<file path="src/rtl/event_encoder_if.sv">
// Output handshake between the event encoder and the readout controller.
// The encoder drives index + valid; the consumer drives ready.
interface event_encoder_if #(
    parameter int width = 8
) ();
    localparam int AW = $clog2(width);

    logic          out_valid;
    logic          out_ready;
    logic [AW-1:0] out_addr;

    modport master (output out_valid, output out_addr, input out_ready);
    modport slave  (input out_valid, input out_addr, output out_ready);
endinterface

</file>
<file path="src/rtl/event_encoder.sv">
// Snapshot multi-hot request lines, then stream the index of each set bit in
// ascending order over a valid/ready handshake; done pulses after the last one.
module event_encoder #(
    parameter int width = 8
) (
    input  logic                 clk,
    input  logic                 reset,
    input  logic                 enable,
    input  logic [width-1:0]     req,
    event_encoder_if.master      out,
    output logic                 busy,
    output logic                 done
);
    localparam int AW = $clog2(width);

    typedef enum logic [0:0] {IDLE = 1'b0, EMIT = 1'b1} state_t;

    state_t           state_q;
    logic [width-1:0] pending_q;
    logic             done_q;

    logic             emit;
    logic [AW-1:0]    addr;
    logic [width-1:0] pending_d;

    function automatic logic [AW-1:0] lowest_idx(input logic [width-1:0] v);
        logic [AW-1:0] idx;
        idx = '0;
        for (int i = width - 1; i >= 0; i--) begin
            if (v[i]) idx = AW'(i);
        end
        return idx;
    endfunction

    // Outputs depend only on registered state; out_ready only feeds next-state.
    always_comb begin
        emit      = (state_q == EMIT);
        addr      = emit ? lowest_idx(pending_q) : '0;
        pending_d = pending_q;
        if (emit && out.out_ready) pending_d[addr] = 1'b0;
    end

    assign out.out_valid = emit;
    assign out.out_addr  = addr;
    assign busy          = emit;
    assign done          = done_q;

    always_ff @(posedge clk or negedge reset) begin
        if (!reset) begin
            state_q   <= IDLE;
            pending_q <= '0;
            done_q    <= 1'b0;
        end else begin
            done_q <= 1'b0;
            case (state_q)
                IDLE: begin
                    if (enable && (req != '0)) begin
                        pending_q <= req;
                        state_q   <= EMIT;
                    end
                end
                EMIT: begin
                    // Abort wins over completion: no done even if the last bit went out.
                    if (!enable) begin
                        pending_q <= '0;
                        state_q   <= IDLE;
                    end else if (pending_d == '0) begin
                        pending_q <= '0;
                        state_q   <= IDLE;
                        done_q    <= 1'b1;
                    end else begin
                        pending_q <= pending_d;
                    end
                end
                default: begin
                    pending_q <= '0;
                    state_q   <= IDLE;
                end
            endcase
        end
    end
endmodule

</file>
<file path="src/flat_wrapper.sv">
// flat-port wrapper written by rule: the top's interface ports become plain ports
module event_encoder_flat 
#(
    parameter int width = 8
)
  (clk, reset, enable, req, busy, done, out_out_valid, out_out_addr, out_out_ready);
  event_encoder_if #(.width(width)) out_i ();
  input  logic clk;
  input  logic reset;
  input  logic enable;
  input  logic [width-1:0] req;
  output logic busy;
  output logic done;
  output wire logic [$bits(out_i.out_valid)-1:0] out_out_valid;
  output wire logic [$bits(out_i.out_addr)-1:0] out_out_addr;
  input wire logic [$bits(out_i.out_ready)-1:0] out_out_ready;
  assign out_out_valid = out_i.out_valid;
  assign out_out_addr = out_i.out_addr;
  assign out_i.out_ready = out_out_ready;
  event_encoder #(.width(width)) u_core (.clk(clk), .reset(reset), .enable(enable), .req(req), .out(out_i), .busy(busy), .done(done));
endmodule
</file>
<file path="config.mk">
export PLATFORM = sky130hd
export DESIGN_NAME = event_encoder_flat
export DESIGN_NICKNAME = d
export VERILOG_FILES = /design/src/rtl/event_encoder_if.sv /design/src/rtl/event_encoder.sv /design/src/flat_wrapper.sv
export SDC_FILE = /design/constraint.sdc
export NUM_CORES = 1
export LEC_CHECK = 0
export BUFFER_PORTS_ARGS = -buffer_cell sky130_fd_sc_hd__buf_4
export CORE_MARGIN = 2
export CORE_UTILIZATION = 45
export DETAILED_ROUTE_END_ITERATION = 10
export PLACE_DENSITY = 0.74
export SLEW_MARGIN = 10
export SYNTH_ARGS = -nofsm -noshare
export SYNTH_HDL_FRONTEND = slang
export SYNTH_SLANG_ARGS = --single-unit
</file>
<file path="constraint.sdc">
create_clock -name clk -period 1.8 [get_ports clk]
set_input_delay 0.09 -clock clk [delete_from_list [all_inputs] [get_ports clk]]
set_output_delay 0.09 -clock clk [all_outputs]
set_load 0.02 [all_outputs]
</file>
==> flow_metrics.tcl <==
set metrics [dict create \
    status "complete, but fails checks" \
    violations "setup timing" \
    r2r_cells 5 \
    drive_gt1_share_pct 44.8 \
    dp_hpwl_um 1730 \
    totalWireLength_um 2240 \
    finalSetupViolCount 2 \
    reg2reg_from "u_core.pending_q[6]$_DFFE_PN0P_" \
    antenna_found_initial 0 \
    synth-main-ff-cell "dfrtp_1" \
    cts_tree "built" \
    clk_pin_slew_ns 0.07 \
    hp-start "req[1]" \
    die_w_um 43.0 \
    viasPerCell 6.11 \
    p_leak_nw 0.497 \
    port_buffers 17 \
    max_freq_ghz 0.529 \
    initial_core_util_pct 46.4 \
    grt_pass1_vias 831 \
    holdWs_ns 0.0452 \
    critical_path_class "flop to flop" \
    clock_path_buffers 2 \
    nNetsFinal 129 \
    clock_latency_ns 0.27 \
    place_area_sq_um 957 \
    htree_levels 1 \
    grt_max_degree 11 \
    end_kind "flop" \
    first_pass_iters 4 \
    r2r-end "u_core.busy$_DFF_PN0_" \
    synthCells 79 \
    drc 0 \
    grt_pass1_wl_um 3840 \
    ys_types 33 \
    worst_pin_slew_ns 0.377 \
    ios 18 \
    synth_edf_count 0 \
    async_flop_share_pct 100 \
    cts_root_buf "clkbuf_4" \
    numCtsBuffers 3 \
    max_stage_delay_ns 0.55 \
    ys.warnings.count 0 \
    utilization_pct 70.8 \
    fin_worst_skew_ns 0.00444 \
    min_period_ns 1.89 \
    start_kind "flop" \
    p_per_area_nw_per_um2 869 \
    areaGrowthSynthToFinish_pct 52.6 \
    drt-wirelength-per-cell_um 17.0 \
    synth_area_sq_um 683 \
    vias 806 \
    path_cells "or4_4 > a31oi_4 > a21boi_4 > o2111ai_2 > o41a_1" \
    hold_class "primary input to flop" \
    synth.avg_cell_area_sq_um 8.65 \
    finalMaxSlewViolations 0 \
    rsz0062_at_grt "yes" \
    ir_worst_vdd_v 0.000568 \
    ys_ff_latch 10 \
    cpMaxStageDelayCell "or4_4" \
    grt-ovfl-total 0 \
    holdPathEnd "u_core.pending_q[1]$_DFFE_PN0P_" \
    fin_crit_sh_pct 105 \
    layout_setup_ws_ns -0.0915 \
    die_area_sq_um 1850 \
    design_area_sq_um 1040 \
    ff2ff_setup_slack_ns -0.09 \
    max_slew_margin_pct 74.6 \
    grtUsageTotal_pct 28.7 \
    std_cell_rows 14 \
    cts_sinks 10 \
    synth_nets 91 \
    holdPathStages 2 \
    coreArea_sq_um 1470 \
    crit_arrival_ns 2.05 \
    diodes 0 \
    cp.required_ns 1.96 \
    pre_cts_slack_ns -0.137 \
    drt_iter0_drc 24 \
    dieHeight_um 43.0 \
    routabilityCongestion 0.917 \
    yosysSeqAreaShare_pct 36.6 \
    hold_viol_final 0 \
    max_cap_violations 0 \
    worstPathMaxFanout 3 \
    antenna_left 0 \
]
-- worst max-delay path: cells and delay by family, from the launching register on --
kind | cells | cell delay, ns
compound gates | 4 | 0.82
simple gates | 1 | 0.55
flops | 1 | 0.40
-- worst max-delay path by stage --
stage                                          startpoint                    end  slack [ns]
after global placement    u_core.pending_q[2]$_DFFE_PN0P_  u_core.busy$_DFF_PN0_       -0.08
after global routing      u_core.pending_q[5]$_DFFE_PN0P_  u_core.done$_DFF_PN0_       -0.16
final                     u_core.pending_q[6]$_DFFE_PN0P_  u_core.busy$_DFF_PN0_       -0.09
after CTS                 u_core.pending_q[5]$_DFFE_PN0P_  u_core.busy$_DFF_PN0_       -0.09
after floorplan           u_core.pending_q[7]$_DFFE_PN0P_  u_core.busy$_DFF_PN0_       -0.06
after detailed placement  u_core.pending_q[7]$_DFFE_PN0P_  u_core.busy$_DFF_PN0_       -0.14
-- Yosys cell counts, types with 2 or more instances --
| library cell | count | area, sq um |
|---|---|---|
| dfrtp_1 | 10 | 250 |
| nand2_1 | 7 | 26.3 |
| nor2_1 | 7 | 26.3 |
| o21ai_0 | 7 | 35.0 |
| inv_1 | 5 | 18.8 |
| mux2i_1 | 4 | 40.0 |
| o22ai_1 | 4 | 25.0 |
| a22o_1 | 3 | 26.3 |
| nand3_1 | 3 | 15.0 |
| nor4_1 | 3 | 18.8 |
| a21oi_1 | 2 | 10.0 |
| a31oi_1 | 2 | 12.5 |
| clkbuf_1 | 2 | 7.51 |
-- routing by layer --
metal | routed length, um | up-vias | global-route usage (%)
li1 | - | 372 | -
met1 | 873 | 373 | 35.5
met2 | 1120 | 52 | 48.2
met3 | 177 | 9 | 3.83
met4 | 71 | 0 | 15.2
met5 | 0 | - | 0
-- stage by stage --
step	setup TNS, ns	total power (W)	instances
after floorplan	-0.0648	0.000479	79
after global placement	-0.0759	0.000643	126
after detailed placement	-0.226	0.000658	126
after CTS	-0.132	0.000891	131
after global routing	-0.322	0.000952	132
final	-0.137	0.000905	132
-- sequential cells by signal, indices dropped and copies added (netlist names) --
name,count
u_core.done,1
u_core.pending_q,8
u_core.busy,1
-- where the power goes --
group | switching [W] | total, W | leakage [nW] | internal, W
Sequential | 0.0000312 | 0.000283 | 0.127 | 0.000252
Combinational | 0.000204 | 0.000414 | 0.349 | 0.000210
Clock | 0.0000849 | 0.000208 | 0.0210 | 0.000123
Total | 0.000320 | 0.000905 | 0.497 | 0.000585
-- area by class of cell --
class,instances,area (sq um)
Multi-Input combinational cell,61,442
Sequential cell,10,253
Inverter,5,18.8
Clock buffer,4,36.3
Fill cell,129,429
Tap cell,16,20.0
Timing Repair Buffer,36,273
-- cells by family after synthesis --
logic type,Yosys count,synth area share (%)
buffers and inverters,8,4.95
muxes,4,5.86
DFF,10,36.6
and+or+nand+nor,28,21.6
AOI/OAI and AO/OA,29,31.0
-- placed cells by master, fill, tap and decap left out, drive strengths merged, types with 2 or more instances in the layout --
cell	Yosys	final
a31oi	2	2
dfrtp	10	10
nor2	7	7
a21o	2	2
a21boi	2	2
nand2	7	7
clkbuf	2	4
o21ai	8	8
buf	1	35
inv	5	5
a22o	3	3
mux2i	4	4
nand3	3	3
o22ai	4	4
a21oi	2	2
nor4	3	3
-- repair_timing --
action	in CTS	in global routing
resized for setup	5	2
hold buffers	1	0
endpoints found under the setup margin	3	3
hold endpoints to repair	10	0
buffers inserted	0	1
pin swaps	3	1
No activity file was read; power rests on OpenSTA's default activity.
